`src/rtl/step_gen_pkg.sv`:
```
// Shared types and defaults for the step/load pulse generator.
package step_gen_pkg;

    typedef enum logic [1:0] {
        IdleLo,
        WaitHi,
        IdleHi,
        WaitLo
    } deb_state_e;

    localparam int unsigned DebounceCyclesDefault = 1000000;
    localparam int unsigned AutoDivDefault        = 100000000;

    // Width of a counter spanning 0..n-1, never narrower than one bit.
    function automatic int unsigned cnt_width(input int unsigned n);
        return (n > 1) ? $clog2(n) : 1;
    endfunction

endpackage

```
`src/rtl/step_gen_debounce.sv`:
```
// Two-flop synchronizer, debounce FSM and rising-edge pulse for one push-button.
module debounce
    import step_gen_pkg::*;
#(
    parameter int unsigned DEBOUNCE_CYCLES = DebounceCyclesDefault
) (
    input  logic clk_i,
    input  logic rst_ni,
    input  logic btn_i,
    output logic pulse_o
);

    localparam int unsigned    CntW   = cnt_width(DEBOUNCE_CYCLES);
    localparam logic [CntW-1:0] CntMax = CntW'(DEBOUNCE_CYCLES - 1);

    logic            sync1_q, sync2_q;
    deb_state_e      state_q, state_d;
    logic [CntW-1:0] cnt_q, cnt_d;
    logic            level_q, level_d;
    logic            level_dly_q;
    logic            pulse_q;

    always_ff @(posedge clk_i or negedge rst_ni) begin
        if (!rst_ni) begin
            sync1_q     <= 1'b0;
            sync2_q     <= 1'b0;
            state_q     <= IdleLo;
            cnt_q       <= '0;
            level_q     <= 1'b0;
            level_dly_q <= 1'b0;
            pulse_q     <= 1'b0;
        end else begin
            sync1_q     <= btn_i;
            sync2_q     <= sync1_q;
            state_q     <= state_d;
            cnt_q       <= cnt_d;
            level_q     <= level_d;
            level_dly_q <= level_q;
            pulse_q     <= level_q & ~level_dly_q;
        end
    end

    always_comb begin
        state_d = state_q;
        cnt_d   = cnt_q;
        level_d = level_q;
        unique case (state_q)
            IdleLo: begin
                if (sync2_q) begin
                    state_d = WaitHi;
                    cnt_d   = '0;
                end
            end
            WaitHi: begin
                // A single sample back at the old level aborts the change.
                if (!sync2_q) begin
                    state_d = IdleLo;
                end else if (cnt_q == CntMax) begin
                    state_d = IdleHi;
                    level_d = 1'b1;
                end else begin
                    cnt_d = cnt_q + CntW'(1);
                end
            end
            IdleHi: begin
                if (!sync2_q) begin
                    state_d = WaitLo;
                    cnt_d   = '0;
                end
            end
            WaitLo: begin
                if (sync2_q) begin
                    state_d = IdleHi;
                end else if (cnt_q == CntMax) begin
                    state_d = IdleLo;
                    level_d = 1'b0;
                end else begin
                    cnt_d = cnt_q + CntW'(1);
                end
            end
            default: state_d = IdleLo;
        endcase
    end

    assign pulse_o = pulse_q;

endmodule

```
`src/rtl/step_gen.sv`:
```
// Step/load pulse generator: debounced buttons plus a free-running auto-step prescaler
// driving a downstream FSM's advance enable, preload reset and symbol input.
module step_gen
    import step_gen_pkg::*;
#(
    parameter int unsigned DEBOUNCE_CYCLES = DebounceCyclesDefault,
    parameter int unsigned AUTO_DIV        = AutoDivDefault
) (
    input  logic       clk,
    input  logic       reset_n,
    input  logic       btn_step,
    input  logic       btn_load,
    input  logic [1:0] sw_raw,
    input  logic       auto_en,
    output logic [1:0] sw_out,
    output logic       ctrl_out,
    output logic       load_out,
    output logic [7:0] step_count
);

    localparam int unsigned      PrescW   = cnt_width(AUTO_DIV);
    localparam logic [PrescW-1:0] PrescMax = PrescW'(AUTO_DIV - 1);

    logic [1:0]        sw_s1_q, sw_s2_q;
    logic              auto_s1_q, auto_s2_q;
    logic [PrescW-1:0] presc_q, presc_d;
    logic [7:0]        count_q, count_d;
    logic              ctrl_dly_q;
    logic              step_pulse, load_pulse, auto_pulse;

    debounce #(
        .DEBOUNCE_CYCLES(DEBOUNCE_CYCLES)
    ) u_deb_step (
        .clk_i  (clk),
        .rst_ni (reset_n),
        .btn_i  (btn_step),
        .pulse_o(step_pulse)
    );

    debounce #(
        .DEBOUNCE_CYCLES(DEBOUNCE_CYCLES)
    ) u_deb_load (
        .clk_i  (clk),
        .rst_ni (reset_n),
        .btn_i  (btn_load),
        .pulse_o(load_pulse)
    );

    always_ff @(posedge clk or negedge reset_n) begin
        if (!reset_n) begin
            sw_s1_q    <= '0;
            sw_s2_q    <= '0;
            auto_s1_q  <= 1'b0;
            auto_s2_q  <= 1'b0;
            presc_q    <= '0;
            count_q    <= '0;
            ctrl_dly_q <= 1'b0;
        end else begin
            sw_s1_q    <= sw_raw;
            sw_s2_q    <= sw_s1_q;
            auto_s1_q  <= auto_en;
            auto_s2_q  <= auto_s1_q;
            presc_q    <= presc_d;
            count_q    <= count_d;
            ctrl_dly_q <= ctrl_out;
        end
    end

    // Auto pulse is the last prescaler cycle, so a clear on load restarts a full period.
    assign auto_pulse = auto_s2_q && (presc_q == PrescMax);

    always_comb begin
        load_out = load_pulse;
        // Load wins over stepping, and back-to-back sources never merge into a 2-cycle pulse.
        ctrl_out = (step_pulse | auto_pulse) & ~load_pulse & ~ctrl_dly_q;

        presc_d = presc_q;
        if (load_pulse || !auto_s2_q || (presc_q == PrescMax)) begin
            presc_d = '0;
        end else begin
            presc_d = presc_q + PrescW'(1);
        end

        count_d = count_q;
        if (load_pulse) begin
            count_d = '0;
        end else if (ctrl_out) begin
            count_d = count_q + 8'd1;
        end
    end

    assign sw_out     = sw_s2_q;
    assign step_count = count_q;

endmodule

```
`config.mk`:
```
export PLATFORM = sky130hd
export DESIGN_NAME = step_gen
export DESIGN_NICKNAME = d
export VERILOG_FILES = /design/src/rtl/step_gen_pkg.sv /design/src/rtl/step_gen_debounce.sv /design/src/rtl/step_gen.sv
export SDC_FILE = /design/constraint.sdc
export NUM_CORES = 1
export LEC_CHECK = 0
export ABC_AREA = 0
export BUFFER_PORTS_ARGS = -buffer_cell sky130_fd_sc_hd__buf_4
export CELL_PAD_IN_SITES_DETAIL_PLACEMENT = 1
export CELL_PAD_IN_SITES_GLOBAL_PLACEMENT = 2
export CORE_MARGIN = 5
export CORE_UTILIZATION = 36
export CTS_CLUSTER_DIAMETER = 30
export DETAILED_ROUTE_END_ITERATION = 10
export PLACE_DENSITY_LB_ADDON = 0.08
export SLEW_MARGIN = 0
export SYNTH_ARGS = -nofsm -noshare
export SYNTH_HDL_FRONTEND = slang
export SYNTH_SLANG_ARGS = --single-unit
```
`constraint.sdc`:
```
create_clock -name clk -period 2.1 [get_ports clk]
set_input_delay 0.42 -clock clk [delete_from_list [all_inputs] [get_ports clk]]
set_output_delay 0.42 -clock clk [all_outputs]
set_load 0.01 [all_outputs]
```
==> results.txt <==
The worst reg-to-reg setup slack came out at -220 ps. The number of buffers added to fix hold violations after cts is 0. From synthesis to final layout, the design area changed by 26.3%. The tool flagged a number of max-cap violations equal to 0. Counting the fill cells in the layout gives ~1500. The transition time at the pin with the least slew margin is 513 ps. Hold is met by 41.0 ps. During placement, the flow inserted port buffers numbering 18. Setup repair after global routing could not meet its margin everywhere.

The count of endpoints failing hold in the final timing report came out at 0. The clock slew at the register clock pins of the worst setup and hold paths is about 70 ps. The worst setup path is launched from a flip-flop. The maximum fanout encountered on the critical timing path came out at 2.

The share of synthesized flip-flops with an asynchronous set or reset is 100%. Among all flip-flop cells after synthesis, the most frequent one is sky130_fd_sc_hd__dfrtp_1. The number of buffers created by CTS is 9.

The detail route stage leaves a number of antenna-violating nets equal to 0. The peak clock frequency supported by timing is around 410 MHz. The kind of path behind the tightest hold check is in2async. The summed instance area of the synthesized netlist is just under 0.005 mm^2.

The repair_antennas step left the layout with diodes totalling 0. Entering global routing, the biggest net connects 45 pins. The worst setup path is captured at an output port.

Measured in cells, the most critical reg-to-reg path has a length of 8. Global routing used 2.33% of the available met3 tracks. The global routing usage summed across all routing layers is roughly 16%. The final period utilization came out at 117%. The total wire length after detailed routing is roughly 13000 um. The fraction of met1 tracks used by global routing came out at 21.6%. The clock arrives with 8.58 ps of skew. Dividing the detail-routed via count by the number of cells gives 5.43. The number of global-route vias before repair came to ~4300. met2 is the most crowded layer.

The root buffer cell is sky130_fd_sc_hd__clkbuf_16. The core area came out at 0.0132 mm^2. The area enclosed by the die boundary is 0.0158 mm^2. The run finished, with violations left. Detailed placement finished with a half-perimeter wire length of 8830 um. The initial antenna violation count is 0. Global routing consumed, on the met2 layer, approximately 28% of the routing resources.

The final reports fail on negative setup slack. The final routed DRC violation total is 0. The worst-skew pair later-pin latency is ~350 ps.

The total number of yosys warnings came out at 0. The overall via count from detail_route is ~4200. The start-to-end type of the worst setup path is reg2out. The number of buffers between clock root and the deepest sink came out at 2.

The final period demand of the worst path came out at 2450 ps. The fraction of final layout cells with drive strength greater than 1 came out at between 20% and 30%. Summing the sequential cell areas from Yosys gives between 40 and 50% of the chip area. The first global-routing pass estimated approximately 21000 um of wire. The count of pins over their slew limit is 0. The post-route worst setup slack came out at -348 ps. The post-layout utilization of the core is a little under half. Synthesis handed over a netlist of 508 instances. The number of distinct standard cells referenced by the synthesized netlist is 56.

The worst-case setup slack after placement came out at -181 ps. The remaining global-route overflow is 0. The H-tree generated during clock tree synthesis spans 3 levels. The pre-antenna-repair detailed-routing pass consisted of 4 iterations. The number of DRC markers in iteration 0 is 169. TritonCTS built the clock tree. In the final routed layout, each cell accounts on average for about 16 um. The total power density per cell area came out at approximately 630 mW/mm^2.

The net count of the finished layout is 600. The synthesized flop and latch total is 96. The relative slew slack came out at between 60 and 70%. The number of nets in the synthesized netlist is ~520. The total of endpoints with negative setup slack in the final report is 7. During I/O placement, the number of pins put on the boundary was 19.

The die is ~130 um tall. After floorplanning, the core was divided into 42 placement rows. The global placement routability congestion came out at 0.797. The critical path data required time is 1680 ps. The sink count of the clock tree is 96. The total design power is between 3 and 4 mW.

The peak supply drop came out at 336 uV. The effective utilization at floorplan is 36.6%. The count of flip-flops with a built-in enable after synthesis came out at 0.

The endpoint arrival time on the critical path came out at 2030 ps. The reported leakage power is between 2 and 3 nW. The synthesized area per cell is approximately 9.5 um^2. The die outline width is approximately 130 um.
[sequential cells by signal (all words and copies together), names as in the netlist, named ones only]
signal	cells
auto_s1_q	1
auto_s2_q	1
ctrl_dly_q	1
presc_q	27
step_count	8
sw_out	2
sw_s1_q	2
u_deb_load.cnt_q	20
u_deb_load.level_dly_q	1
u_deb_load.level_q	1
u_deb_load.pulse_o	1
u_deb_load.state_q	1
u_deb_load.sync1_q	1
u_deb_load.sync2_q	1
u_deb_step.cnt_q	20
u_deb_step.level_dly_q	1
u_deb_step.level_q	1
u_deb_step.pulse_o	1
u_deb_step.state_q	1
u_deb_step.sync1_q	1
u_deb_step.sync2_q	1
[cell usage after synthesis (2+ instances only)]
master / n / area share, %
sky130_fd_sc_hd__dfrtp_1: 96 / 50
sky130_fd_sc_hd__nor2_1: 63 / 4.9
sky130_fd_sc_hd__nand2_1: 44 / 3.4
sky130_fd_sc_hd__nand3_1: 30 / 3.1
sky130_fd_sc_hd__a21oi_1: 24 / 2.5
sky130_fd_sc_hd__nand4_1: 24 / 3.1
sky130_fd_sc_hd__xor2_1: 22 / 4.0
sky130_fd_sc_hd__o21ai_0: 19 / 2.0
sky130_fd_sc_hd__clkbuf_1: 18 / 1.4
sky130_fd_sc_hd__nor3_1: 17 / 1.8
sky130_fd_sc_hd__inv_1: 12 / 0.93
sky130_fd_sc_hd__or3_1: 10 / 1.3
sky130_fd_sc_hd__and3_1: 9 / 1.2
sky130_fd_sc_hd__mux2i_1: 8 / 1.7
sky130_fd_sc_hd__nand2b_1: 8 / 1.0
sky130_fd_sc_hd__nor4_1: 8 / 1.0
sky130_fd_sc_hd__a22o_1: 7 / 1.3
sky130_fd_sc_hd__mux2_2: 7 / 1.6
sky130_fd_sc_hd__xnor2_1: 7 / 1.3
sky130_fd_sc_hd__a31oi_1: 6 / 0.78
sky130_fd_sc_hd__or4_1: 6 / 0.93
sky130_fd_sc_hd__ha_1: 4 / 1.0
sky130_fd_sc_hd__nand3b_1: 4 / 0.62
sky130_fd_sc_hd__nor2b_1: 4 / 0.52
sky130_fd_sc_hd__nor4b_1: 4 / 0.72
sky130_fd_sc_hd__o31ai_1: 4 / 0.62
sky130_fd_sc_hd__and2_1: 3 / 0.39
sky130_fd_sc_hd__and4_1: 3 / 0.54
sky130_fd_sc_hd__o21a_1: 3 / 0.47
sky130_fd_sc_hd__a311o_1: 2 / 0.41
sky130_fd_sc_hd__a31o_2: 2 / 0.36
sky130_fd_sc_hd__a41oi_1: 2 / 0.36
sky130_fd_sc_hd__nor3b_1: 2 / 0.31
sky130_fd_sc_hd__o211ai_1: 2 / 0.31
sky130_fd_sc_hd__o221ai_1: 2 / 0.36
sky130_fd_sc_hd__o22ai_1: 2 / 0.26
[cells in the final DEF, fill, tap and decap left out, types with 3 or more instances in the layout]
master                      instances
sky130_fd_sc_hd__dfrtp_1           96
sky130_fd_sc_hd__buf_4             85
sky130_fd_sc_hd__nor2_1            62
sky130_fd_sc_hd__nand2_1           43
sky130_fd_sc_hd__nand3_1           30
sky130_fd_sc_hd__nand4_1           24
sky130_fd_sc_hd__xor2_1            22
sky130_fd_sc_hd__a21oi_1           20
sky130_fd_sc_hd__o21ai_0           19
sky130_fd_sc_hd__nor3_1            15
sky130_fd_sc_hd__inv_1             12
sky130_fd_sc_hd__or3_1              9
sky130_fd_sc_hd__clkbuf_16          9
sky130_fd_sc_hd__and3_1             8
sky130_fd_sc_hd__nand2b_1           8
sky130_fd_sc_hd__mux2i_1            8
sky130_fd_sc_hd__xnor2_1            7
sky130_fd_sc_hd__a22o_1             7
sky130_fd_sc_hd__mux2_2             7
sky130_fd_sc_hd__a31oi_1            6
sky130_fd_sc_hd__nor4_1             5
sky130_fd_sc_hd__or4_4              4
sky130_fd_sc_hd__nand3b_1           4
sky130_fd_sc_hd__nor2b_1            4
sky130_fd_sc_hd__a21oi_2            4
sky130_fd_sc_hd__and4_1             3
sky130_fd_sc_hd__o31ai_1            3
sky130_fd_sc_hd__or4_1              3
sky130_fd_sc_hd__and2_1             3
sky130_fd_sc_hd__nor4b_1            3
sky130_fd_sc_hd__o21a_1             3
sky130_fd_sc_hd__ha_1               3
sky130_fd_sc_hd__inv_6              3
sky130_fd_sc_hd__buf_6              3
[area by class of cell]
class | count | area (um^2) | share of cell area, %
clock buffers | 9 | 225 | 3.69
clock inverters | 7 | 77.6 | 1.27
inverters | 12 | 45.0 | 0.738
multi-input cells | 380 | 2440 | 39.9
flip-flops and latches | 96 | 2400 | 39.4
well taps | 176 | 220 | 3.61
repair buffers | 90 | 697 | 11.4
[report_power, final]
| part | switching [mW] | leakage (nW) | internal (mW) |
|---|---|---|---|
| clock network | 0.764 | 0.147 | 0.937 |
| registers | 0.0312 | 1.31 | 1.88 |
| logic | 0.131 | 1.22 | 0.0858 |
| total | 0.926 | 2.67 | 2.90 |
[repair_timing]
| item | in CTS | in global routing |
|---|---|---|
| setup buffers | 1 | 10 |
| cloned | 0 | 1 |
| endpoints found under the setup margin | 5 | 18 |
| pin swaps | 7 | 10 |
| resized for setup | 7 | 18 |
| endpoints found under the hold margin | 0 | 0 |
[through the flow]
stage / instance area [um^2] / setup TNS (ps) / std cells
after global routing: 6100 / -2050 / 770
after CTS: 5940 / -1430 / 759
final: 6100 / -1230 / 770
after detailed placement: 5590 / -516 / 742
after floorplan: 4860 / -127 / 508
after global placement: 5590 / -188 / 742
[critical path, stage by stage, from the launching register on]
cell and delay (ps):
sky130_fd_sc_hd__dfrtp_1 390, sky130_fd_sc_hd__or4_4 550, sky130_fd_sc_hd__nor4_4 190, sky130_fd_sc_hd__a31oi_1 110
sky130_fd_sc_hd__buf_4 160, sky130_fd_sc_hd__nor3_4 150, sky130_fd_sc_hd__buf_6 130
[path summary, 6_finish.rpt]
check	from	to
worst min register to register	auto_s1_q	auto_s2_q
min in group clk	sw_raw[0]	sw_s1_q[0]
worst max-delay path	presc_q[11]	ctrl_out
worst min-delay path	reset_n	presc_q[7]
max in group asynchronous	reset_n	u_deb_load.cnt_q[8]
worst max register to register	presc_q[11]	step_count[6]
[metal layers]
layer  up-vias  routed length, um
li1       2013                  -
met1      2126               5920
met2        27               6280
met3        17                243
met4         0                213
met5         -                  0
[logic make-up (layout without fill, tap and decap cells)]
| family | after synthesis | after routing | share of synthesized area (%) |
|---|---|---|---|
| flops | 96 | 96 | 49.7 |
| simple gates | 247 | 247 | 26.6 |
| xor+xnor | 29 | 29 | 5.26 |
| buf+inv | 32 | 118 | 2.51 |
| compound gates | 84 | 84 | 11.4 |
| fa+ha+maj | 4 | 4 | 1.04 |
| mux | 16 | 16 | 3.52 |
Note: power is estimated with default switching activity, not from simulation.
